==> src/rtl/gru_sequencer.sv <==
// gru_sequencer: control FSM that walks one shared MAC/accumulator datapath
// through a full GRU layer update. Gates are processed g-major (z, r, h) and
// unit-minor; each unit is bias load, M input MACs, N recurrent MACs, one write.
module gru_sequencer #(
  parameter int M      = 24,
  parameter int N      = 24,
  parameter int ADDR_W = 16
) (
  input  logic              clk,
  input  logic              rst_n,
  input  logic              start,
  input  logic              stall,
  output logic              busy,
  output logic              done,
  output logic [1:0]        gate,
  output logic [7:0]        unit_idx,
  output logic [7:0]        vec_idx,
  output logic [9:0]        bias_addr,
  output logic [ADDR_W-1:0] w_addr,
  output logic              w_sel,
  output logic              acc_load,
  output logic              acc_en,
  output logic              use_reset,
  output logic              gate_we
);

  typedef enum logic [2:0] {
    IDLE = 3'd0,
    BIAS = 3'd1,
    INP  = 3'd2,
    REC  = 3'd3,
    WR   = 3'd4,
    DONE = 3'd5
  } state_t;

  localparam logic [7:0]        M_LAST      = 8'(M - 1);
  localparam logic [7:0]        N_LAST      = 8'(N - 1);
  localparam logic [1:0]        G_LAST      = 2'd2;
  localparam logic [ADDR_W-1:0] ROW_STRIDE  = ADDR_W'(3 * N);
  localparam logic [ADDR_W-1:0] GATE_STRIDE = ADDR_W'(N);
  localparam logic [9:0]        BIAS_STRIDE = 10'(N);

  state_t state_q, state_d;
  logic [1:0] g_q, g_d;
  logic [7:0] j_q, j_d;
  logic [7:0] c_q, c_d;

  logic              active;
  logic [ADDR_W-1:0] mac_addr;
  logic [9:0]        bias_sum;

  // Sequencing registers; reset dominates start and stall
  always_ff @(posedge clk) begin
    if (!rst_n) begin
      state_q <= IDLE;
      g_q     <= 2'd0;
      j_q     <= 8'd0;
      c_q     <= 8'd0;
    end else begin
      state_q <= state_d;
      g_q     <= g_d;
      j_q     <= j_d;
      c_q     <= c_d;
    end
  end

  // Next-state and counter advance; a stall freezes every layer state
  always_comb begin
    state_d = state_q;
    g_d     = g_q;
    j_d     = j_q;
    c_d     = c_q;
    case (state_q)
      IDLE: begin
        if (start) begin
          state_d = BIAS;
          g_d     = 2'd0;
          j_d     = 8'd0;
          c_d     = 8'd0;
        end
      end
      BIAS: begin
        if (!stall) begin
          state_d = INP;
          c_d     = 8'd0;
        end
      end
      INP: begin
        if (!stall) begin
          if (c_q == M_LAST) begin
            state_d = REC;
            c_d     = 8'd0;
          end else begin
            c_d = c_q + 8'd1;
          end
        end
      end
      REC: begin
        if (!stall) begin
          if (c_q == N_LAST) begin
            state_d = WR;
            c_d     = 8'd0;
          end else begin
            c_d = c_q + 8'd1;
          end
        end
      end
      WR: begin
        if (!stall) begin
          if (j_q != N_LAST) begin
            state_d = BIAS;
            j_d     = j_q + 8'd1;
          end else if (g_q != G_LAST) begin
            state_d = BIAS;
            g_d     = g_q + 2'd1;
            j_d     = 8'd0;
          end else begin
            state_d = DONE;
          end
        end
      end
      DONE: begin
        state_d = IDLE;
        g_d     = 2'd0;
        j_d     = 8'd0;
        c_d     = 8'd0;
      end
      default: begin
        state_d = IDLE;
        g_d     = 2'd0;
        j_d     = 8'd0;
        c_d     = 8'd0;
      end
    endcase
  end

  // Address arithmetic from registered counters only, so stalls hold it steady
  always_comb begin
    active   = (state_q == BIAS) || (state_q == INP) ||
               (state_q == REC)  || (state_q == WR);
    mac_addr = ADDR_W'(c_q) * ROW_STRIDE + ADDR_W'(g_q) * GATE_STRIDE + ADDR_W'(j_q);
    bias_sum = 10'(g_q) * BIAS_STRIDE + 10'(j_q);
  end

  // Output decode; strobes are the only outputs that see stall combinationally
  always_comb begin
    busy      = active;
    done      = 1'b0;
    gate      = active ? g_q : 2'd0;
    unit_idx  = active ? j_q : 8'd0;
    bias_addr = active ? bias_sum : 10'd0;
    vec_idx   = 8'd0;
    w_addr    = '0;
    w_sel     = 1'b0;
    acc_load  = 1'b0;
    acc_en    = 1'b0;
    use_reset = 1'b0;
    gate_we   = 1'b0;
    case (state_q)
      BIAS: acc_load = !stall;
      INP: begin
        acc_en  = !stall;
        vec_idx = c_q;
        w_addr  = mac_addr;
      end
      REC: begin
        acc_en    = !stall;
        vec_idx   = c_q;
        w_addr    = mac_addr;
        w_sel     = 1'b1;
        use_reset = (g_q == G_LAST);
      end
      WR:   gate_we = !stall;
      DONE: done = 1'b1;
      default: ;
    endcase
  end

endmodule

==> config.mk <==
export PLATFORM = sky130hd
export DESIGN_NAME = gru_sequencer
export DESIGN_NICKNAME = d
export VERILOG_FILES = /design/src/rtl/gru_sequencer.sv
export SDC_FILE = /design/constraint.sdc
export NUM_CORES = 1
export LEC_CHECK = 0
export ABC_CLOCK_PERIOD_IN_PS = 3780
export BUFFER_PORTS_ARGS = -buffer_cell sky130_fd_sc_hd__buf_2
export CORE_ASPECT_RATIO = 0.75
export CORE_MARGIN = 3
export CORE_UTILIZATION = 27
export DETAILED_ROUTE_END_ITERATION = 6
export GPL_TIMING_DRIVEN = 0
export HOLD_SLACK_MARGIN = 0.08
export PLACE_DENSITY = 0.46
export SYNTH_ARGS = -nofsm -noshare
export SYNTH_HDL_FRONTEND = slang
export SYNTH_SLANG_ARGS = --single-unit
==> constraint.sdc <==
create_clock -name clk -period 3.78 [get_ports clk]
set_clock_uncertainty 0.05 [all_clocks]
set_input_delay 0.756 -clock clk [delete_from_list [all_inputs] [get_ports clk]]
set_output_delay 0.756 -clock clk [all_outputs]
set_load 0.02 [all_outputs]
==> key figures, run 1 <==
Logic synthesis
  – Ys async rst share: 0%
  – Largest cells by area after synthesis: dfxtp_1 (18%), ha_1 (13%), and2_1 (6.7%)
  – Avg Inst Size Synth: 7.738 µm²
  – Seq cells post-synth: 21
  – Register area share after synthesis: 17.93%
  – Post-synth top area cell: dfxtp_1
  – Post-synth EDFFs: 0
  – Synth cell types: 55
  – Synthesized area: 2345 µm²
  – Ys Warns: 0
  – Synth Flop Type: dfxtp_1
  – Synth top area share: 17.93%
  – Post-Synthesis Cells: 303

Global route
  – Initial antenna violation count: 0
  – Total grt overflow: 0
  – Global-route wire length before repair: 11,450 µm
  – Vias in the first global route: 2,239
  – Pin count of the biggest net entering global routing: 13
  – Total track usage: 14.38%

Floorplan
  – Die area: 9850 µm²
  – Row Count: 28
  – Core ar.: 8163 µm²
  – Die width: 113.6 µm
  – Ports: 55
  – Initial core utilization: 28.72%
  – Die Height: 86.71 µm

Cells and area
  – Commonest non-fill, non-tap cells in the layout: buf_2 (51), nor2_1 (36), and2_1 (25)
  – Util after Layout: 37.84%
  – Diodes inserted: 0
  – Fin area: 3089 µm²
  – Share of layout cells above drive strength 1: 31.37%
  – Post-layout nets: 410
  – Synth-to-layout area growth: 31.75%
  – Commonest non-fill, non-tap cell in the layout: buf_2

Setup path
  – Setup crit start: g_q[0]
  – CP delay by family, top: adder cells
  – CP arrival: 3.06 ns
  – Worst reg2reg startpoint: c_q[1]
  – CP Class: flop to output port
  – Critical Path Source Type: flop
  – Crit Path Max Fanout: 2
  – WP buf/inv: 5
  – Critical path endpoint category: output port
  – Most frequent CP cell: inv_2
  – Worst path cell trace: inv_4, ha_4, inv_2, fa_1, ha_2, inv_2, fa_2, nand2b_4, a21oi_4, o21bai_4, nor3_4, buf_4, xnor2_2, nor2_2, buf_6
  – CP max stage cell: fa_1
  – Slowest stage delay, CP: 0.48 ns
  – Worst EP required: 2.97 ns

Detailed routing
  – Routed WL: 6970 µm
  – Number of DRC markers in iteration 0: 91
  – Vias/cell: 4.860
  – Residual DRC: 0
  – DRT antenna net count: 0
  – Via count: 2,323
  – Per-cell routed wire length: 14.58 µm
  – Drt pass-1 iters: 5

Worst hold path
  – Worst Hold Class: flop to flop
  – Startpoint of the worst hold path: c_q[2]

Outcome
  – Violated checks: negative setup slack
  – Run status: finished with violations

Clocking
  – H-tree levels: 1
  – CTS tree: done
  – Worst-case clock buffer depth: 2
  – Clock Sink Count: 21
  – Inserted Clock Buffers: 3
  – Clk_lat worst skew: 0.25 ns
  – Clk root buf: clkbuf_16
  – CTS clk-pin slew, worst paths: 0.06 ns

Timing
  – Slew Limit Fails: 0
  – Fin crit share: 102.4%
  – RSZ-0062 raised after global routing: yes
  – Fin Hold WS: 0.5169 ns
  – Hold Vio Cnt, Final: 0
  – Setup ws final: -0.09084 ns
  – Worst-margin pin slew: 0.6916 ns
  – Minimum clock period: 3.871 ns
  – Setup violators final: 2
  – Slew HR: 53.80%
  – Fmax: 258.3 MHz

Pwr
  – Worst IR Drop VDD: 0.0002216 V
  – Total power: 602.9 µW
  – Pleak: 0.001481 µW
  – Power Dens Cells: 195.2 nW/µm²

Placement
  – Setup WS pre-CTS: -0.5379 ns
  – Post-DP Area: 2743 µm²
  – PortBufs: 52
  – Post-DP HPWL: 5338 µm
  – Placer Congestion: 0.8154

Job
  – Max Cap Viol: 0
==> layer usage <==
metal  GRT usage (%)  vias up  wire [µm]  share of wire (%)
met5               0        -          0                  0
met4           3.166        0         73                1.0
met3           2.094        6        260                3.7
met2           21.00       44       2988                 43
met1           22.07     1081       3648                 52
li1                -     1192          -                  -
==> what timing repair did <==
item / 4_1_cts / 5_1_grt
setup buffers: 9 / 4
resized for setup: 33 / 12
pin swaps: 9 / 9
hold endpoints to repair: 0 / 0
hold buffers: 0 / 0
endpoints found under the setup margin: 7 / 6
==> power by group <==
| part | switching [µW] | internal, µW | leakage (µW) |
|---|---|---|---|
| sequential | 6.75 | 224 | 0.000175 |
| combinational | 98.0 | 45.5 | 0.00127 |
| clock | 86.9 | 142 | 0.0000409 |
==> metrics by stage <==
| stage | instances | TNS [ns] |
|---|---|---|
| floorplan | 304 | 0 |
| global placement | 461 | -1.196 |
| detailed placement | 461 | -1.445 |
| CTS | 474 | -0.1418 |
| global route | 478 | -0.7246 |
| finish | 478 | -0.1376 |
==> cells in the mapped netlist (7+ instances only) <==
| library cell | n |
|---|---|
| nor2_1 | 38 |
| and2_1 | 25 |
| ha_1 | 25 |
| dfxtp_1 | 21 |
| inv_1 | 21 |
| a21oi_1 | 17 |
| nand2_1 | 15 |
| o21ai_0 | 14 |
| nor2b_1 | 11 |
| xor2_1 | 10 |
| fa_1 | 7 |
| nor3_1 | 7 |
==> flip-flops by register name, indices dropped and copies added (netlist names) <==
signal   count
g_q          2
j_q          8
c_q          8
state_q      3
==> final cells by class <==
cell class / count / area [µm²]
clock buffer: 3 / 75.07
multi-input combinational: 249 / 1908
timing repair buffer: 65 / 375.4
clock inverter: 1 / 5.005
tap: 105 / 131.4
buffer: 13 / 72.57
inverter: 21 / 81.33
fill: 881 / 5074
sequential: 21 / 440.4
==> worst min-delay path, delay by kind of cell, from the launching register on <==
| family | cells | cell delay [ns] |
|---|---|---|
| AOI/OAI and AO/OA | 2 | 0.15 |
| DFF | 1 | 0.37 |
==> kinds of logic after synthesis <==
group | synth area share [%]
adders and majority gates | 19.32
buffers and inverters | 6.457
AOI/OAI and AO/OA | 18.36
DFF | 17.93
other | 0.1599
xor gates and xnor gates | 6.670
and+or+nand+nor | 31.11
==> path summary, 6_finish.rpt <==
path           endpoint  slack (ns)  depth (start not counted)
max          w_addr[12]       -0.09                         15
min              c_q[2]        0.52                          2
max reg2reg      c_q[7]        1.55                          7
min reg2reg      c_q[2]        0.52                          2
Power figures use the tool's default switching activity.
==> inputs of run 2 (changes only) <==
--- a/config.mk
+++ b/config.mk
@@ -8,3 +8,3 @@
 export ABC_CLOCK_PERIOD_IN_PS = 3780
-export BUFFER_PORTS_ARGS = -buffer_cell sky130_fd_sc_hd__buf_2
+export BUFFER_PORTS_ARGS = -buffer_cell sky130_fd_sc_hd__buf_4
 export CORE_ASPECT_RATIO = 0.75
==> constraint.sdc (replaced) <==
create_clock -name clk -period 3.78 [get_ports clk]
set_clock_uncertainty 0.05 [all_clocks]
set_input_delay 0.567 -clock clk [delete_from_list [all_inputs] [get_ports clk]]
set_output_delay 0.567 -clock clk [all_outputs]
set_load 0.02 [all_outputs]
==> run 2 against run 1 <==
Against the previous run: the flow now finishes without violations; cell count decreased by 0.63%; design area increased by 1.7%; critical path depth decreased by 3; first-iteration DRC count decreased by 8.8%; routed wire length increased by 0.62%; global-route usage about the same; largest cell class unchanged; largest power group unchanged; highest routed layer unchanged.
==> key figures, run 2 (synthesis results as in run 1) <==
Outcome
  – Run status: complete, no violations

Pwr
  – Share of power burned in registers: 38.0%
  – P_sw: 192.1 µW
  – Switching share of total power: 31.59%
  – Combinational power share: 24.1%
  – Clock power share: 37.9%
  – Internal Power: 416.0 µW
  – Power Dens Cells: 193.5 nW/µm²
  – Worst IR Drop VDD: 0.0002023 V
  – Pleak: 0.001461 µW

Timing
  – Hold Vio Cnt, Final: 0
  – Worst-margin pin slew: 0.7069 ns
  – Fin crit share: 98.06%
  – RSZ-0062 raised after global routing: yes
  – Minimum clock period: 3.706 ns
  – Fin Hold WS: 0.4865 ns
  – Slew HR: 52.78%
  – Setup ws final: 0.07351 ns
  – Slew Limit Fails: 0
  – Setup violators final: 0
  – Fmax: 269.8 MHz

Cells and area
  – Commonest non-fill, non-tap cells in the layout: buf_4 (67), nor2_1 (38), and2_1 (25)
  – Fin area: 3142 µm²
  – Final-layout fill cell count: 883
  – Commonest non-fill, non-tap cell in the layout: buf_4
  – Share of layout cells above drive strength 1: 29.19%
  – Register area: 432.9 µm²
  – Post-layout nets: 407
  – Synth-to-layout area growth: 33.99%
  – Largest regs: c_q x8, j_q x8, state_q x3
  – Diodes inserted: 0
  – Area of the multi-input gates: 1878 µm²

Worst hold path
  – Worst Hold Class: flop to flop
  – Startpoint of the worst hold path: c_q[1]

Detailed routing
  – Via count: 2,334
  – Per-cell routed wire length: 14.76 µm
  – DRT antenna net count: 0
  – Vias/cell: 4.914
  – Residual DRC: 0
  – Drt pass-1 iters: 4
  – Routed WL: 7013 µm
  – Number of DRC markers in iteration 0: 83

Global route
  – Total track usage: 14.40%
  – Vias in the first global route: 2,286
  – Initial antenna violation count: 0
  – Total grt overflow: 0
  – Global-route wire length before repair: 11,590 µm
  – Pin count of the biggest net entering global routing: 13

Placement
  – Setup WS pre-CTS: -0.2559 ns
  – Post-DP Area: 2870 µm²
  – Post-DP HPWL: 5409 µm
  – PortBufs: 52
  – Placer Congestion: 0.8232

Setup path
  – Worst reg2reg startpoint: c_q[0]
  – CP max stage cell: fa_1
  – Worst path cell trace: ha_1, ha_2, inv_1, fa_1, inv_1, ha_4, nor2_1, nor2_1, o31ai_2, or4_1, nand2_1, buf_4
  – CP arrival: 3.09 ns
  – Setup crit start: c_q[4]
  – Critical path endpoint category: output port
  – Crit Path Max Fanout: 8
  – Critical Path Source Type: flop
  – CP Class: flop to output port
  – Slowest stage delay, CP: 0.49 ns
  – Worst EP required: 3.16 ns

Clocking
  – Inserted Clock Buffers: 3
  – Clock Sink Count: 21
  – Hold-fix buffers, CTS: 0
  – CTS clk-pin slew, worst paths: 0.06 ns
  – Clk_lat worst skew: 0.26 ns
  – Clk root buf: clkbuf_16
  – H-tree levels: 1
  – Worst-case clock buffer depth: 2
  – CTS tree: done

Floorplan
  – Die width: 113.6 µm
  – Row Count: 28
  – Core ar.: 8163 µm²
  – Ports: 55
  – Die area: 9850 µm²
  – Die Height: 86.71 µm
  – Initial core utilization: 28.72%

Job
  – Max Cap Viol: 0
## run 2: cell types whose count changed in the layout (fill, tap and decap cells not counted), moves of 2 or more
cell / before / now
nor2_1: 36 / 38
dfxtp_1: 13 / 15
nor2_2: 2 / 0
buf_6: 2 / 0
buf_4: 20 / 67
dfxtp_4: 4 / 2
buf_2: 51 / 3
## run 2: per-layer routing
metal	global-route usage [%]	wire [µm]	vias to the layer above
met5	0	0	-
met1	21.81	3743	1107
met2	22.07	2991	36
met3	2.442	250	2
met4	1.310	27	0
li1	-	-	1189
## run 2: critical path: cells and delay by family (launching register included)
family / cells / cell delay [ns]
buffers and inverters: 3 / 0.26
adders and majority gates: 4 / 1.24
AOI/OAI and AO/OA: 1 / 0.14
DFF: 1 / 0.37
and+or+nand+nor: 4 / 0.82
## run 2: path summary, 6_finish.rpt
check	endpoint	slack (ns)	depth (start not counted)
max	w_addr[13]	0.07	12
max reg2reg	c_q[6]	1.54	6
min reg2reg	c_q[1]	0.49	2
min	c_q[1]	0.49	2
## run 2: layout make-up
class,count,area share [%]
multi-input cells,249,59.78
clock inverters,1,0.1593
plain buffers,13,2.310
inverters,21,2.589
repair buffers,62,14.81
flip-flops and latches,21,13.78
well taps,105,4.182
clock buffers,3,2.389
## run 2: power groups by stage
stage	clock network, µW	logic [µW]	registers, µW
finish	230	146	231
global route	243	165	232
CTS	234	148	232
detailed placement	0	147	238
global placement	0	148	237
floorplan	0	100	236
## run 2: metrics by stage
| stage | setup TNS (ns) | util [%] | power (µW) | cells |
|---|---|---|---|---|
| floorplan | 0 | - | 336.3 | 304 |
| global placement | -0.4676 | 35.16 | 385.4 | 461 |
| detailed placement | -0.4479 | 35.16 | 384.5 | 461 |
| CTS | 0 | 36.86 | 614.0 | 468 |
| global route | -0.1429 | 38.49 | 640.7 | 475 |
| finish | 0 | 38.49 | 608.1 | 475 |
## run 2: what timing repair did
| action | CTS | global route |
|---|---|---|
| buffers inserted | 3 | 7 |
| pin swaps | 2 | 7 |
| resized for setup | 10 | 21 |
| endpoints found under the setup margin | 6 | 5 |
==> inputs of run 3 (changes only) <==
BUFFER_PORTS_ARGS = not set   (was -buffer_cell sky130_fd_sc_hd__buf_4)
DONT_BUFFER_PORTS = 1   (was not set)
PLACE_DENSITY = 0.41   (was 0.46)
==> run 3 against run 2 <==
Against the previous run: maximum frequency increased by 0.43%; cell count decreased by 12%; die area did not move; clock power barely moved; core utilization down 4.9 points; sequential power about the same; largest cell class unchanged.
==> key figures, run 3 (synthesis results as in run 1) <==
Pwr
  – Worst IR Drop VDD: 0.0002165 V
  – Share of power burned in registers: 39.0%
  – Clock power share: 38.6%
  – Internal Power: 407.3 µW
  – P_sw: 187.8 µW
  – Switching share of total power: 31.56%
  – Combinational power share: 22.4%
  – Pleak: 0.001175 µW
  – Power Dens Cells: 217.2 nW/µm²

Cells and area
  – Non-filler cells, final: 420
  – Share of layout cells above drive strength 1: 17.14%
  – Register area: 429.2 µm²
  – Largest regs: c_q x8, j_q x8, state_q x3
  – Util after Layout: 33.57%
  – Commonest non-fill, non-tap cell in the layout: nor2_1
  – Area of the multi-input gates: 1891 µm²
  – Commonest non-fill, non-tap cells in the layout: nor2_1 (36), and2_1 (25), ha_1 (22)
  – Diodes inserted: 0
  – Final-layout fill cell count: 878
  – Post-layout nets: 352
  – Synth-to-layout area growth: 16.86%

Job
  – Max Cap Viol: 0

Setup path
  – R2R Setup Slk: 1.65 ns
  – Worst EP required: 3.16 ns
  – Critical Path Source Type: flop
  – Worst reg2reg startpoint: c_q[0]
  – CP Class: flop to output port
  – Setup crit start: g_q[0]
  – Worst R2R End: c_q[3]
  – Worst Setup EP: w_addr[12]
  – Crit Path Max Fanout: 5
  – CP arrival: 3.07 ns
  – FF-to-FF path depth: 6
  – Critical path endpoint category: output port

Detailed routing
  – Per-cell routed wire length: 15.58 µm
  – DRT antenna net count: 0
  – Drt pass-1 iters: 4
  – Residual DRC: 0
  – Number of DRC markers in iteration 0: 82
  – Via count: 2,101
  – Vias/cell: 5.002
  – Routed WL: 6544 µm

Timing
  – Slew HR: 50.33%
  – Setup violators final: 0
  – Fmax: 271.0 MHz
  – Fin crit share: 97.64%
  – Slew Limit Fails: 0
  – Worst-margin pin slew: 0.7435 ns
  – RSZ-0062 raised after global routing: yes
  – Hold Vio Cnt, Final: 0
  – Minimum clock period: 3.691 ns

Clocking
  – Clk root buf: clkbuf_16
  – CTS clk-pin slew, worst paths: 0.06 ns
  – Clk_lat worst skew: 0.25 ns
  – Inserted Clock Buffers: 3
  – Worst-case clock buffer depth: 2
  – CTS tree: done
  – H-tree levels: 1
  – Clock Sink Count: 21
  – Hold-fix buffers, CTS: 0

Floorplan
  – Die Height: 86.71 µm
  – Initial core utilization: 28.72%
  – Ports: 55
  – Die width: 113.6 µm
  – Row Count: 28
  – Core ar.: 8163 µm²
  – Die area: 9850 µm²

Outcome
  – Run status: complete, no violations

Placement
  – PortBufs: 0
  – Post-DP HPWL: 5162 µm
  – Placed cells: 409
  – Placer Congestion: 0.7421

Global route
  – Pin count of the biggest net entering global routing: 13
  – Vias in the first global route: 1,901
  – Global-route wire length before repair: 10,390 µm
  – Initial antenna violation count: 0
  – Total grt overflow: 0
  – Total track usage: 13.16%

Worst hold path
  – Worst Hold Class: input port to flop
==> run 3: worst min path at each step <==
stage | startpoint | to | slack, ns | cells after the start
finish | rst_n | j_q[3] | 0.38 | 1
global route | rst_n | j_q[3] | 0.38 | 1
CTS | rst_n | j_q[3] | 0.38 | 1
detailed placement | j_q[0] | j_q[0] | 0.55 | 2
global placement | j_q[0] | j_q[0] | 0.54 | 2
floorplan | j_q[7] | j_q[7] | 0.46 | 2
==> run 3: cell type report <==
cell class	instances	share of cell area (%)
multi-input combinational	249	69.00
sequential	21	15.66
tap	105	4.795
inverter	21	3.059
clock buffer	3	2.740
buffer	13	2.648
timing repair buffer	7	1.918
clock inverter	1	0.1826
==> run 3: power by group through the flow <==
| stage | logic [µW] | registers (µW) | clock network, µW |
|---|---|---|---|
| after floorplan | 100 | 236 | 0 |
| after global placement | 135 | 238 | 0 |
| after detailed placement | 133 | 238 | 0 |
| after CTS | 135 | 232 | 237 |
| after global routing | 151 | 233 | 245 |
| final | 133 | 232 | 230 |
==> run 3: per-layer routing <==
layer  global-route usage [%]  routed length (µm)
met5                        0                   0
met4                    1.638                  24
met3                    2.163                 309
met2                    19.03                2754
met1                    20.70                3456
==> run 3: worst max-delay path: stages (launching register included) <==
cell	delay (ns)
dfxtp_4	0.39
inv_4	0.05
ha_4	0.26
inv_4	0.03
fa_1	0.50
ha_2	0.19
inv_2	0.04
fa_2	0.36
nand2b_4	0.16
a21oi_4	0.18
o21bai_4	0.10
nor3_4	0.23
xnor2_1	0.11
nor2_2	0.21
==> run 3: per-stage QoR <==
step | setup TNS, ns | power [µW] | worst slack [ns] | area [µm²] | hold WS (ns)
finish | 0 | 595.1 | 0.08938 | 2740 | 0.3787
global route | -0.02609 | 628.6 | -0.02254 | 2740 | 0.3791
CTS | 0 | 604.7 | 0.02662 | 2624 | 0.3758
detailed placement | -0.5957 | 370.7 | -0.2971 | 2480 | 0.5461
global placement | -0.5190 | 373.0 | -0.2957 | 2480 | 0.5374
floorplan | 0 | 336.3 | 0.1617 | 2349 | 0.4558
==> run 3: timing repair <==
action | 4_1_cts | 5_1_grt
setup endpoints to repair | 7 | 6
pin swaps | 4 | 9
gates cloned | 0 | 0
setup buffers | 0 | 7
resized for setup | 15 | 18
